===== src/rtl/pps_mem_access.sv =====
// -----------------------------------------------------------------------------
// pps_mem_access
//   Memory stage between execute and writeback. Takes the execute stage's
//   memory request and runs a multi-cycle access on an external asynchronous
//   SRAM, holding the pipeline while the access is in flight. Load data is
//   lane-selected and sign/zero-extended, then registered for writeback.
//   Non-memory results pass straight through with one cycle of latency.
//
// Ports
//   clk, rst_n                 clock (rising edge), async active-low reset
//   MEM_req_in                 memory operation present
//   MEM_wr_in                  1 = store, 0 = load
//   MEM_addr_in                byte address
//   MEM_wdata_in/MEM_bwe_in    lane-aligned store data and byte enables
//   MEM_memop_type_in          access size (NULL/WORD/HWORD/BYTE)
//   MEM_unsigned_in            zero-extend load
//   MEM_ALUOut_in              non-load result
//   MEM_inst_rd_in             destination register
//   MEM_RegWrite_in            register write enable
//   MEM_stall_out              hold upstream pipeline
//   sram_*                     SRAM address, active-low strobes, data bus
//   WB_data_out/WB_inst_rd_out/WB_RegWrite_out   writeback outputs
// -----------------------------------------------------------------------------
`ifndef tMEM_OP_NULL
`define tMEM_OP_NULL  7'd0
`endif
`ifndef tMEM_OP_WORD
`define tMEM_OP_WORD  7'd1
`endif
`ifndef tMEM_OP_HWORD
`define tMEM_OP_HWORD 7'd2
`endif
`ifndef tMEM_OP_BYTE
`define tMEM_OP_BYTE  7'd3
`endif

module pps_mem_access #(
    parameter int unsigned WAIT_STATES      = 1,
    parameter int unsigned SRAM_ADDR_WIDTH  = 18,
    parameter int unsigned MEM_OP_TYPE_SIZE = 7
) (
    input  logic                        clk,
    input  logic                        rst_n,
    input  logic                        MEM_req_in,
    input  logic                        MEM_wr_in,
    input  logic [31:0]                 MEM_addr_in,
    input  logic [31:0]                 MEM_wdata_in,
    input  logic [3:0]                  MEM_bwe_in,
    input  logic [MEM_OP_TYPE_SIZE-1:0] MEM_memop_type_in,
    input  logic                        MEM_unsigned_in,
    input  logic [31:0]                 MEM_ALUOut_in,
    input  logic [4:0]                  MEM_inst_rd_in,
    input  logic                        MEM_RegWrite_in,
    output logic                        MEM_stall_out,
    output logic [SRAM_ADDR_WIDTH-1:0]  sram_addr_out,
    output logic                        sram_ce_n_out,
    output logic                        sram_oe_n_out,
    output logic                        sram_we_n_out,
    output logic [3:0]                  sram_be_n_out,
    output logic [31:0]                 sram_dq_out,
    output logic                        sram_dq_oe_out,
    input  logic [31:0]                 sram_dq_in,
    output logic [31:0]                 WB_data_out,
    output logic [4:0]                  WB_inst_rd_out,
    output logic                        WB_RegWrite_out
);

    typedef enum logic [1:0] {
        ST_IDLE   = 2'd0,
        ST_ACCESS = 2'd1,
        ST_DONE   = 2'd2
    } state_e;

    localparam logic [3:0] WAIT_CNT = 4'(WAIT_STATES);

    state_e                        state_q;
    logic [3:0]                    cnt_q;
    logic                          wr_q;
    logic [1:0]                    off_q;
    logic [MEM_OP_TYPE_SIZE-1:0]   op_q;
    logic                          uns_q;
    logic [31:0]                   alu_q;
    logic [4:0]                    rd_q;
    logic                          rw_q;
    logic [31:0]                   rdata_q;

    logic [SRAM_ADDR_WIDTH-1:0]    sram_addr_q;
    logic                          ce_n_q;
    logic                          oe_n_q;
    logic                          we_n_q;
    logic [3:0]                    be_n_q;
    logic [31:0]                   dq_q;
    logic                          dq_oe_q;
    logic [31:0]                   wb_data_q;
    logic [4:0]                    wb_rd_q;
    logic                          wb_rw_q;

    // Upper byte-address bits beyond the SRAM window are not decoded.
    logic unused_addr_s;
    assign unused_addr_s = ^MEM_addr_in[31:SRAM_ADDR_WIDTH+2];

    // Little-endian lane select plus sign/zero extension of the raw SRAM word.
    function automatic logic [31:0] align_load(
        input logic [31:0]                 dq,
        input logic [1:0]                  off,
        input logic [MEM_OP_TYPE_SIZE-1:0] op,
        input logic                        uns
    );
        logic [15:0] h;
        logic [7:0]  b;
        logic [31:0] r;
        h = off[1] ? dq[31:16] : dq[15:0];
        case (off)
            2'd0:    b = dq[7:0];
            2'd1:    b = dq[15:8];
            2'd2:    b = dq[23:16];
            2'd3:    b = dq[31:24];
            default: b = dq[7:0];
        endcase
        case (op)
            `tMEM_OP_NULL,
            `tMEM_OP_WORD:  r = dq;
            `tMEM_OP_HWORD: r = {{16{h[15] & ~uns}}, h};
            `tMEM_OP_BYTE:  r = {{24{b[7] & ~uns}}, b};
            default:        r = 32'h0000_0000;
        endcase
        return r;
    endfunction

    // Stall is combinational so a new request freezes upstream in its own
    // cycle; it is forced low while reset is asserted.
    assign MEM_stall_out = rst_n & (((state_q == ST_IDLE) & MEM_req_in) |
                                    (state_q == ST_ACCESS));

    // Access FSM with all SRAM strobes and writeback outputs registered.
    always_ff @(posedge clk or negedge rst_n) begin
        if (!rst_n) begin
            state_q     <= ST_IDLE;
            cnt_q       <= 4'd0;
            wr_q        <= 1'b0;
            off_q       <= 2'd0;
            op_q        <= '0;
            uns_q       <= 1'b0;
            alu_q       <= 32'h0000_0000;
            rd_q        <= 5'd0;
            rw_q        <= 1'b0;
            rdata_q     <= 32'h0000_0000;
            sram_addr_q <= '0;
            ce_n_q      <= 1'b1;
            oe_n_q      <= 1'b1;
            we_n_q      <= 1'b1;
            be_n_q      <= 4'b1111;
            dq_q        <= 32'h0000_0000;
            dq_oe_q     <= 1'b0;
            wb_data_q   <= 32'h0000_0000;
            wb_rd_q     <= 5'd0;
            wb_rw_q     <= 1'b0;
        end else begin
            case (state_q)
                ST_IDLE: begin
                    if (MEM_req_in) begin
                        wr_q        <= MEM_wr_in;
                        off_q       <= MEM_addr_in[1:0];
                        op_q        <= MEM_memop_type_in;
                        uns_q       <= MEM_unsigned_in;
                        alu_q       <= MEM_ALUOut_in;
                        rd_q        <= MEM_inst_rd_in;
                        rw_q        <= MEM_RegWrite_in;
                        sram_addr_q <= MEM_addr_in[SRAM_ADDR_WIDTH+1:2];
                        // Loads read the whole word; lanes are picked afterwards.
                        be_n_q      <= MEM_wr_in ? ~MEM_bwe_in : 4'b0000;
                        dq_q        <= MEM_wdata_in;
                        cnt_q       <= WAIT_CNT;
                        ce_n_q      <= 1'b0;
                        oe_n_q      <= MEM_wr_in;
                        we_n_q      <= ~MEM_wr_in;
                        dq_oe_q     <= MEM_wr_in;
                        wb_rw_q     <= 1'b0;
                        state_q     <= ST_ACCESS;
                    end else begin
                        wb_data_q   <= MEM_ALUOut_in;
                        wb_rd_q     <= MEM_inst_rd_in;
                        wb_rw_q     <= MEM_RegWrite_in;
                    end
                end
                ST_ACCESS: begin
                    wb_rw_q <= 1'b0;
                    if (cnt_q == 4'd0) begin
                        if (!wr_q) begin
                            rdata_q <= sram_dq_in;
                        end
                        ce_n_q  <= 1'b1;
                        oe_n_q  <= 1'b1;
                        we_n_q  <= 1'b1;
                        // dq_oe stays asserted through DONE to hold store data
                        // past the rising edge of we_n.
                        state_q <= ST_DONE;
                    end else begin
                        cnt_q <= cnt_q - 4'd1;
                    end
                end
                ST_DONE: begin
                    // Any request seen here is the instruction just completed.
                    wb_data_q <= wr_q ? alu_q : align_load(rdata_q, off_q, op_q, uns_q);
                    wb_rd_q   <= rd_q;
                    wb_rw_q   <= rw_q;
                    dq_oe_q   <= 1'b0;
                    be_n_q    <= 4'b1111;
                    state_q   <= ST_IDLE;
                end
                default: begin
                    ce_n_q  <= 1'b1;
                    oe_n_q  <= 1'b1;
                    we_n_q  <= 1'b1;
                    dq_oe_q <= 1'b0;
                    state_q <= ST_IDLE;
                end
            endcase
        end
    end

    assign sram_addr_out   = sram_addr_q;
    assign sram_ce_n_out   = ce_n_q;
    assign sram_oe_n_out   = oe_n_q;
    assign sram_we_n_out   = we_n_q;
    assign sram_be_n_out   = be_n_q;
    assign sram_dq_out     = dq_q;
    assign sram_dq_oe_out  = dq_oe_q;
    assign WB_data_out     = wb_data_q;
    assign WB_inst_rd_out  = wb_rd_q;
    assign WB_RegWrite_out = wb_rw_q;

endmodule


===== config.mk =====
export PLATFORM = sky130hd
export DESIGN_NAME = pps_mem_access
export DESIGN_NICKNAME = d
export VERILOG_FILES = /design/src/rtl/pps_mem_access.sv
export SDC_FILE = /design/constraint.sdc
export NUM_CORES = 1
export LEC_CHECK = 0
export BUFFER_PORTS_ARGS = -buffer_cell sky130_fd_sc_hd__buf_2
export CAP_MARGIN = 10
export CORE_MARGIN = 2
export CORE_UTILIZATION = 45
export DETAILED_ROUTE_END_ITERATION = 8
export PLACE_DENSITY_LB_ADDON = 0.12
export SLEW_MARGIN = 20
export SYNTH_ARGS = -nofsm -noshare
export SYNTH_HDL_FRONTEND = slang
export SYNTH_SLANG_ARGS = --single-unit
export TNS_END_PERCENT = 50

===== constraint.sdc =====
create_clock -name clk -period 1.76 [get_ports clk]
set_input_delay 0.264 -clock clk [delete_from_list [all_inputs] [get_ports clk]]
set_output_delay 0.264 -clock clk [all_outputs]
set_load 0.005 [all_outputs]

; Word level (Yosys, flattened, before mapping)
; Cells that the tools add are included.
[totals]
reg_bits = 183
out_inout_bits = 97
[op_classes]
n_eq_ne = 12
mux = 28
add_sub_neg = 1
n_reduce_logical = 16
n_bitwise = 11
[ops]
columns = cell, n
row1 = $pmux W32 S3, 1
row2 = $mux W32, 2
row3 = $pmux W32 S2, 1
row4 = $pmux W8 S4, 1
row5 = $mux W16, 1
row6 = $mux W4, 4
row7 = $pmux W4 S2, 2
row8 = $eq A7 B2 Y1 const B, 2
row9 = $pmux W1 S3, 4
row10 = $pmux W5 S2, 1
row11 = $reduce_and A2 Y1, 5
row12 = $reduce_and A3 Y1, 3
row13 = $mux W8, 1
row14 = $eq A7 B1 Y1 const B, 1
row15 = $logic_not A7 Y1, 1
row16 = $eq A2 B2 Y1 const B, 3
row17 = $ne A2 B2 Y1 const B, 3
row18 = $mux W1, 5
row19 = $mux W5, 1
row20 = $not A1 Y1, 5
row21 = $and A1 B1 Y1, 4
row22 = $eq A2 B1 Y1 const B, 2
row23 = $logic_not A2 Y1, 2
row24 = $logic_not A4 Y1, 1
row25 = 10 further kinds, 12

; Depth between registers and ports, before layout
; Gate-level depths: netlist of run 1.
[depth]
word_depth = 7
depth_mapped = 9
depth_no_buf = 6

; Least setup slack after synthesis of run 1
; No wires, ideal clock.
[synth_path]
path_kind = flip-flop to flip-flop
start = register state_q[0]
end = register wb_data_q[29] (netlist: WB_data_out[29])
t_arrival_ns = 1.817
stages_incl_launch_ff = 9
setup_ns = 0.134
path_buffers = 2
path_slack_ns = -0.191
t_required_ns = 1.626
path_cell_list = dfrtp_1 > inv_1 > ha_1 > and2_1 > clkbuf_1 > a21oi_4 > clkbuf_1 > mux2i_1 > o221ai_2
[synth_via]
elab_chain_cells = 3
word_cells_on_any_way = 6
[synth_rtl]
columns = element, line
row1 = from (decl), 76  ; state_e state_q;
row2 = from (signal assigned), 138  ; state_q <= ST_IDLE;
row3 = from (signal assigned), 179  ; state_q <= ST_ACCESS;
row4 = from (signal assigned), 197  ; state_q <= ST_DONE;
row5 = $logic_not A2 Y1 / $eq A2 B2 Y1 (equally long branches), 159  ; case (state_q)
row6 = $ne A2 B2 Y1 (no line) / $reduce_bool A2 Y1 (equally long branches), n/a
row7 = $reduce_and A2 Y1 (no line), n/a
row8 = to (signal assigned), 181  ; wb_data_q <= MEM_ALUOut_in;
row9 = to (signal assigned), 204  ; wb_data_q <= wr_q ? alu_q : align_load(rdata_q, off_q, op_q, uns_q);
row10 = to (decl), 94  ; logic [31:0] wb_data_q;
; Parallel ways exist; a longest one is shown, timed or not.
; A chain may end at the register's enable or synchronous reset.

; Final worst setup path of run 1
[layout_path]
start = register op_q[5]
end = register wb_data_q[21] (netlist: WB_data_out[21])
[layout_via]
elab_chain_cells = 5
word_cells_on_any_way = 8
[layout_rtl]
columns = element, line
row1 = from (decl), 80  ; logic [MEM_OP_TYPE_SIZE-1:0] op_q;
row2 = from (signal assigned), 164  ; op_q <= MEM_memop_type_in;
row3 = $eq A7 B1 Y1 / $logic_not A7 Y1 (equally long branches), 120  ; case (op)
row4 = $reduce_or A2 Y1, 120
row5 = $pmux W32 S3 (*), 120
row6 = $mux W32 (*), 204
row7 = $pmux W32 S2 (*), 159
; Mark *: on every way between the ends. The rest lies on a longest branch, timed or not.

==> results.txt, run 1 <==
r2r setup slk: -120 ps
routed via count: 6,572
CTS tree: yes
Clock Latency Late Sink: 420 ps
FF+latch count, synth: 183
RR Startpoint: op_q[5]
residual DRC count: 0
initial antenna violation count: 3
Worst Setup SP: op_q[5]
synthesized area per cell: 12.44 um2
post-route ant nets: 0
pwr dens: 1804 mW/mm2
vias in the first global route: 6,846
area grow syn2layout: 33.19%
Sink Count: 183
routed length per instance: 19.37 um
syn_nets: 837
Placement Cell Area: 0.01022 mm2
fin crit share: 106.8%
Final WS setup: -118.9 ps
CP endpoint kind: register
vias per inst: 5.500
first-pass iteration count of the detailed router: 5
die area: 0.01994 mm2
worst hold margin: 64.79 ps
first-pass GRT wire length: 35,700 um
Synth Flop Type: dfrtp_1
drt total wl: 23,150 um
Mapped Area: 0.008471 mm2
cell taking the most area after synthesis: dfrtp_1
FF-to-FF path depth: 6
final setup vio count: 34
Starting Density: 45.59%
RSZ-0062 raised after global routing: true
Final Max Tran Viols: 0
Worst Hold Class: primary input to register
GP Congestion: 0.8143
DPL Wire Length: 16,240 um
GRT Total Usage: 22.94%
I/O pin total: 247
status: finished with violations
EDFF count, synth: 0
max-cap violation count: 0
Ys Warns: 0
worst vdd ir: 0.8186 mV
row count: 50
final hold violations: 0
Synth top area share: 51.99%
total power: 20.36 mW
CP required: 2100 ps
violated checks: negative setup slack
ys async rst share: 100.0%
H-tree levels: 4
Tmin final: 1879 ps
worst-path fanout max: 16
Slew @ Worst Pin: 683.9 ps
Core Region: 0.01858 mm2
Congestion Overflow GR: 0
cell count after synthesis: 681
IO buf count: 234
Seq/Total Area, Yosys: 54.17%
CP arrival: 2210 ps
CP endpoint: WB_data_out[21]
Final Skew: 9.666 ps
clock root cell: clkbuf_16
CP Class: register to register
Peak Freq: 532.2 MHz
library cells used by synthesis: 54
die span in x: 141.2 um
drt initial violations: 346
Worst Setup Start Kind: register
Final nets: 1,101
Core Util, Final: 60.72%
Die Y: 141.2 um
clock buffer depth: 2
slew margin rel.: 54.41%
largest net degree at the start of global routing: 95
Final Cell Area: 0.01128 mm2
synth top area cells: dfrtp_1 52%, mux2_2 17%, mux2i_1 2.8%, o21ai_0 2.6%, dfstp_2 2.2%
placed cell count: 1,145
clock buffer count from CTS: 17
Final Non-Filler Cells: 1,195
r2r endpoint: WB_data_out[21]
Worst-path clk slew: 70 ps
layout cells sized above 1: 53.44%
Static Leak: 5.074 nW
cell families after synthesis:
| family | Yosys count | synth area share [%] |
|---|---|---|
| muxes | 154 | 20.25 |
| buffers and inverters | 60 | 3.294 |
| AOI/OAI and AO/OA | 157 | 14.00 |
| and+or+nand+nor | 119 | 7.194 |
| DFF | 183 | 54.17 |
| adders and majority gates | 6 | 0.8862 |
| xor gates and xnor gates | 2 | 0.2068 |
critical path, stage by stage, from the launching register on:
cell and delay (ps):
dfrtp_1 380, or4_4 540, nor3_4 210, buf_4 170, nand4_4 100, buf_12 190
o221ai_2 190
what timing repair did:
item                                    4_1_cts  5_1_grt
hold endpoints to repair                    131        0
endpoints found under the setup margin       65       97
gates resized for setup                      18       62
cloned                                        0        1
hold buffers                                  2        0
pin swaps                                     4        6
setup buffers                                 1       11
synth_stat cells (11+ instances only):
cell type	number
a21oi_1	19
a22o_1	16
a31oi_1	11
buf_2	19
clkbuf_1	22
dfrtp_1	176
inv_1	12
mux2_2	129
mux2i_1	24
nand2_1	30
nor2_1	36
o21ai_0	44
o221ai_2	11
through the flow:
step,TNS (ps),setup slack (ps)
after floorplan,-965.5,-51.26
after global placement,-920.9,-61.24
after detailed placement,-2225,-122.1
after CTS,-2430,-111.8
after global routing,-5625,-189.4
final,-1859,-118.9
how the worst min path moves through the flow:
stage / slack (ps) / start / endpoint / depth (start not counted)
2_1_floorplan: -30 / rst_n / WB_RegWrite_out / 0
3_3_place_gp: 420 / rst_n / WB_data_out[26] / 2
3_5_place_dp: 430 / rst_n / alu_q[26] / 2
4_1_cts: 40 / sram_dq_in[16] / rdata_q[16] / 2
5_1_grt: 40 / MEM_wdata_in[29] / sram_dq_out[29] / 2
6_report: 60 / MEM_wdata_in[24] / sram_dq_out[24] / 2
layout make-up:
cell class / count / area, um2
antenna: 3 / 7.507
clock buffer: 22 / 474.2
clock inverter: 10 / 95.09
fill: 1519 / 7298
inverter: 12 / 47.55
multi-input combinational: 438 / 3935
sequential: 183 / 4588
tap: 234 / 292.8
timing repair buffer: 293 / 1842
report_power, final:
part           internal, mW  leakage, nW  switching, mW
Sequential             6.38         2.16           1.38
Combinational          4.78         2.63           4.10
Clock                  2.07        0.277           1.63
Total                  13.2         5.07           7.12
sequential cells by signal, indices dropped and copies added, names as in the netlist, 2 cells and up:
name	cells
rd_q	5
state_q	2
alu_q	32
cnt_q	4
WB_data_out	32
op_q	7
sram_addr_out	18
rdata_q	32
WB_inst_rd_out	5
off_q	2
sram_dq_out	32
sram_be_n_out	4
cell usage in the layout (no fill, tap or decap), types with 11 or more instances in the layout:
master     instances
clkbuf_16         18
nand2_1           29
mux2_4            25
mux2_2           104
a21oi_1           18
mux2i_1           24
nor2_1            35
dfrtp_1          176
buf_2            233
a22o_1            16
buf_12            13
o221ai_2          17
o21ai_0           43
buf_4             35
a31oi_1           11
routing by layer:
layer	routed length, um	part of all wire (%)	GRT usage, %
met4	336	1.5	6.789
met2	11430	49	38.15
met5	7	0.030	0
met3	1275	5.5	6.284
met1	10100	44	29.48
Note: power is estimated with default switching activity, not from simulation.
==> inputs of run 2 (changes only) <==
--- a/config.mk
+++ b/config.mk
@@ -5,6 +5,7 @@
 export SDC_FILE = /design/constraint.sdc
 export NUM_CORES = 1
 export LEC_CHECK = 0
+export ABC_AREA = 1
 export BUFFER_PORTS_ARGS = -buffer_cell sky130_fd_sc_hd__buf_2
 export CAP_MARGIN = 10
 export CORE_MARGIN = 2
==> results.txt, run 2 <==
post-route ant nets: 0
die area: 0.02013 mm2
multi-input logic area: 0.003545 mm2
FF+latch count, synth: 183
final hold violations: 0
status: finished with violations
clock buffer count from CTS: 17
GRT Total Usage: 22.80%
worst-path fanout max: 3
Seq/Total Area, Yosys: 53.64%
Worst Hold Class: primary input to register
Congestion Overflow GR: 0
Core Util, Final: 58.69%
clock power share: 19.6%
CTS tree: yes
routed length per instance: 14.47 um
Mapped Area: 0.008553 mm2
H-tree levels: 4
Final WS setup: -9.389 ps
slew margin rel.: 58.87%
cell taking the most area after synthesis: dfrtp_1
Slew @ Worst Pin: 617.0 ps
first-pass GRT wire length: 36,480 um
placed cell count: 1,517
area grow syn2layout: 28.35%
Final Skew: 8.589 ps
top cells by count, synth: 510 x nand2_1, 176 x dfrtp_1, 77 x a21oi_1, 56 x inv_1, 55 x o21ai_0
CP endpoint kind: output port
crit path cell chain: inv_2 > ha_4 > buf_6 > nand2_8 > a21boi_2 > buf_2
EDFF count, synth: 0
Psw: 7.728 mW
syn_nets: 1,223
Synth top area share: 51.49%
initial antenna violation count: 5
ys async rst share: 100.0%
Worst path max stage delay: 400 ps
Synth Flop Type: dfrtp_1
Worst Setup Start Kind: register
routed via count: 7,704
cell depth of the worst setup path: 6
RSZ-0062 raised after global routing: true
residual DRC count: 0
IO buf count: 234
met2 usage in global routing: 36.20%
Sink Count: 183
RR Startpoint: state_q[1]
worst vdd ir: 0.8542 mV
Worst-path clk slew: 80 ps
Final Max Tran Viols: 0
clock buffer depth: 2
combinational power share: 41.1%
register area: 0.004589 mm2
Die Y: 141.9 um
library cells used by synthesis: 37
clock root cell: clkbuf_16
total power: 19.50 mW
r2r setup slk: 50 ps
CP required: 1500 ps
Hold EP: sram_dq_out[31]
synth top area cells: dfrtp_1 51%, nand2_1 22%, a21oi_1 4.5%, o21ai_0 3.2%, mux2_1 2.8%
hold-critical path depth: 3
drt total wl: 22,670 um
Pint: 11.77 mW
count leader, synth: nand2_1
die span in x: 141.9 um
delay-heaviest family, CP: flip-flops
most common cell after layout, fill and taps aside: nand2_1
CP Buf/Inv Count: 3
GP Congestion: 0.9194
fin crit share: 100.5%
hold path start: MEM_wdata_in[31]
CP Class: register to output port
vias per inst: 4.920
drt initial violations: 347
pwr dens: 1776 mW/mm2
DP Worst Slack: 42.63 ps
layout cells sized above 1: 26.88%
Slowest-stage cell, CP: dfrtp_1
Core Region: 0.01871 mm2
Clock Latency Late Sink: 430 ps
Final Non-Filler Cells: 1,566
vias in the first global route: 7,325
synthesized area per cell: 8.016 um2
first-pass iteration count of the detailed router: 4
Tmin final: 1769 ps
# diodes: 0
largest net degree at the start of global routing: 118
layer with the highest usage: met2
Peak Freq: 565.2 MHz
FF-to-FF path depth: 12
Seq pwr share: 39.2%
max-cap violation count: 0
Sw Share: 39.63%
Final nets: 1,475
Starting Density: 45.73%
DPL Wire Length: 15,830 um
Ys Warns: 0
grt met3 use: 5.771%
Static Leak: 5.902 nW
row count: 50
I/O pin total: 247
CP arrival: 1510 ps
cell count after synthesis: 1,067
most frequent cells in the layout: 507 x nand2_1, 233 x buf_2, 175 x dfrtp_1, 77 x a21oi_1, 55 x o21ai_0
Fillers: 1,789
violated checks: negative setup slack
final setup vio count: 1
r2r endpoint: WB_data_out[2]
M1 GR Usage: 31.15%
run 2: how the worst max path moves through the flow:
stage / to / slack, ps / start
6_report: MEM_stall_out / -9 / state_q[1]
5_1_grt: WB_data_out[17] / -90 / state_q[1]
4_1_cts: MEM_stall_out / -40 / state_q[1]
3_5_place_dp: WB_data_out[2] / 40 / state_q[0]
3_3_place_gp: WB_data_out[16] / 70 / state_q[0]
2_1_floorplan: op_q[4] / 150 / state_q[0]
run 2: timing repair:
| action | 4_1_cts | 5_1_grt |
|---|---|---|
| pin swaps | 2 | 3 |
| buffers inserted | 8 | 2 |
| hold buffers | 7 | 0 |
| endpoints found under the hold margin | 69 | 0 |
| resized for setup | 11 | 5 |
| endpoints found under the setup margin | 1 | 39 |
run 2: final cells by class:
class | count | area share, %
clock buffers | 17 | 3.875
clock inverters | 15 | 1.436
inverters | 63 | 2.200
multi-input cells | 765 | 32.29
flip-flops and latches | 183 | 41.81
well taps | 234 | 2.667
repair buffers | 289 | 15.73
run 2: kinds of logic (layout without fill, tap and decap cells):
group	count (synthesis)	count (layout)	share of synthesized area (%)
adders and majority gates	6	6	0.8777
muxes	28	28	3.642
and+or+nand+nor	570	570	26.08
buffers and inverters	119	384	5.559
xor gates and xnor gates	2	2	0.2048
DFF	183	183	53.64
AOI/OAI and AO/OA	159	159	9.991
run 2: per-layer routing:
layer | vias up | share of wire, %
met2 | 243 | 47
li1 | 3883 | -
met5 | - | 0.25
met3 | 32 | 6.2
met1 | 3538 | 45
met4 | 8 | 1.6
run 2: per-stage QoR:
stage          cell area, um2  TNS, ps  hold WS, ps
2_1_floorplan            8553        0       -31.59
3_3_place_gp            10190        0        365.2
3_5_place_dp            10190        0        361.9
4_1_cts                 10950   -35.13       0.2093
5_1_grt                 10980    -1444        4.803
6_report                10980   -9.389        19.02
run 2: worst min-delay path, delay by kind of cell:
kind	cells	cell delay, ps
and+or+nand+nor	2	80
buffers and inverters	1	70
run 2: power groups by stage:
stage / Combinational, mW / Clock (mW) / Sequential, mW
finish: 8.02 / 3.83 / 7.65
detailed placement: 7.81 / 0 / 7.69
floorplan: 4.73 / 0 / 7.51
global route: 9.10 / 4.10 / 7.90
global placement: 7.64 / 0 / 7.65
CTS: 8.08 / 3.92 / 7.64
==> inputs of run 3 (changes only) <==
--- a/config.mk
+++ b/config.mk
@@ -12,6 +12,7 @@
 export CORE_UTILIZATION = 45
 export DETAILED_ROUTE_END_ITERATION = 8
 export PLACE_DENSITY_LB_ADDON = 0.12
+export REMOVE_ABC_BUFFERS = 1
 export SLEW_MARGIN = 20
 export SYNTH_ARGS = -nofsm -noshare
 export SYNTH_HDL_FRONTEND = slang
==> results.txt, run 3 (synthesis gave the netlist of run 2 again) <==
status: finished with violations
violated checks: negative setup slack
drt total wl: 23,720 um
Placement Cell Area: 0.01017 mm2
Peak Freq: 564.9 MHz
row count: 50
H-tree levels: 4
Die Y: 141.9 um
I/O pin total: 247
first-pass iteration count of the detailed router: 5
final setup vio count: 1
pwr dens: 1767 mW/mm2
Final Skew: 11.11 ps
layout cells sized above 1: 27.14%
slew margin rel.: 52.04%
most common cell after layout, fill and taps aside: nand2_1
initial antenna violation count: 2
residual DRC count: 0
CTS tree: yes
Fillers: 1,700
Worst Setup SP: state_q[0]
IO buf count: 234
final setup TNS: -10.22 ps
multi-input logic area: 0.003598 mm2
DPL Wire Length: 15,570 um
Congestion Overflow GR: 0
drt initial violations: 457
die area: 0.02013 mm2
Final Cell Area: 0.01111 mm2
clock buffer depth: 2
Sink Count: 183
Clock Latency Late Sink: 440 ps
Static Leak: 5.940 nW
clock root cell: clkbuf_16
Final nets: 1,477
Starting Density: 45.73%
CP arrival: 1510 ps
RSZ-0062 raised after global routing: true
final hold violations: 0
worst-path fanout max: 5
area grow syn2layout: 29.90%
Final WS setup: -10.22 ps
DP Worst Slack: -23.06 ps
largest net degree at the start of global routing: 97
RR Startpoint: state_q[0]
Worst Hold Class: primary input to register
vias per inst: 4.917
CP endpoint kind: output port
vias in the first global route: 7,540
hold-critical path depth: 3
register area: 0.004589 mm2
clock buffer count from CTS: 17
first-pass GRT wire length: 38,140 um
Worst Setup Start Kind: register
Final Non-Filler Cells: 1,570
GRT Total Usage: 24.04%
CP required: 1500 ps
max-cap violation count: 0
GP Congestion: 0.8154
routed via count: 7,719
routed length per instance: 15.11 um
FF-to-FF path depth: 5
die span in x: 141.9 um
placed cell count: 1,512
worst vdd ir: 0.8001 mV
Worst-path clk slew: 80 ps
post-route ant nets: 0
CP Class: register to output port
Slew @ Worst Pin: 719.4 ps
Final Max Tran Viols: 0
Core Region: 0.01871 mm2
Tmin final: 1770 ps
hold path start: MEM_addr_in[2]
most frequent cells in the layout: 506 x nand2_1, 233 x buf_2, 175 x dfrtp_1, 71 x a21oi_1, 54 x o21ai_0
fin crit share: 100.6%
-- run 3: changes by cell type in the layout (fill, tap and decap cells not counted), sizes merged, moves of 3 or more --
cell and change:
dlygate4sd3 +7, clkinv +7, clkinvlp -4, inv -3, buf -7
-- run 3: critical path, stage by stage, from the launching register on --
cell      delay (ps)
dfrtp_1          390
buf_4            140
ha_2             220
inv_2             70
a21boi_2         130
buf_2            120
-- run 3: path summary, 6_finish.rpt --
kind,to,slack [ps]
setup / recovery,MEM_stall_out,-10
hold / removal,sram_addr_out[0],20
setup reg to reg,rdata_q[14],80
hold reg to reg,WB_data_out[5],470
max in group asynchronous,alu_q[15],660
min in group asynchronous,off_q[1],490
-- run 3: power breakdown --
part | switching, mW | leakage, nW | internal [mW]
registers | 1.35 | 2.22 | 6.30
logic | 4.67 | 3.43 | 3.51
clock network | 1.89 | 0.286 | 1.91
total | 7.91 | 5.94 | 11.7
-- run 3: final cells by class --
cell class              instances  share of cell area (%)
inverters                      63                   2.151
clock inverters                14                   1.464
repair buffers                290                   16.15
multi-input cells             766                   32.39
flip-flops and latches        183                   41.31
well taps                     234                   2.635
diodes                          2                 0.04504
clock buffers                  18                   3.863
-- run 3: repair_timing --
action	CTS	global route
cloned	0	2
resized for setup	11	19
buffers inserted	5	3
endpoints found under the hold margin	144	0
pin swaps	2	6
hold buffers	14	0
endpoints found under the setup margin	9	44
-- run 3: through the flow --
step,hold WS (ps),power [mW],utilization [%]
3_3_place_gp,427.8,15.32,54.35
2_1_floorplan,-31.59,12.04,-
4_1_cts,0.05146,19.52,58.66
5_1_grt,14.58,21.31,59.38
6_report,15.39,19.63,59.40
3_5_place_dp,426.8,15.45,54.35
-- run 3: layer usage --
layer	vias to the layer above	part of all wire [%]	GRT usage (%)
met3	17	6.4	5.805
met1	3595	45	32.24
met4	2	0.96	6.263
met5	-	0.030	0
li1	3881	-	-
met2	224	47	39.40
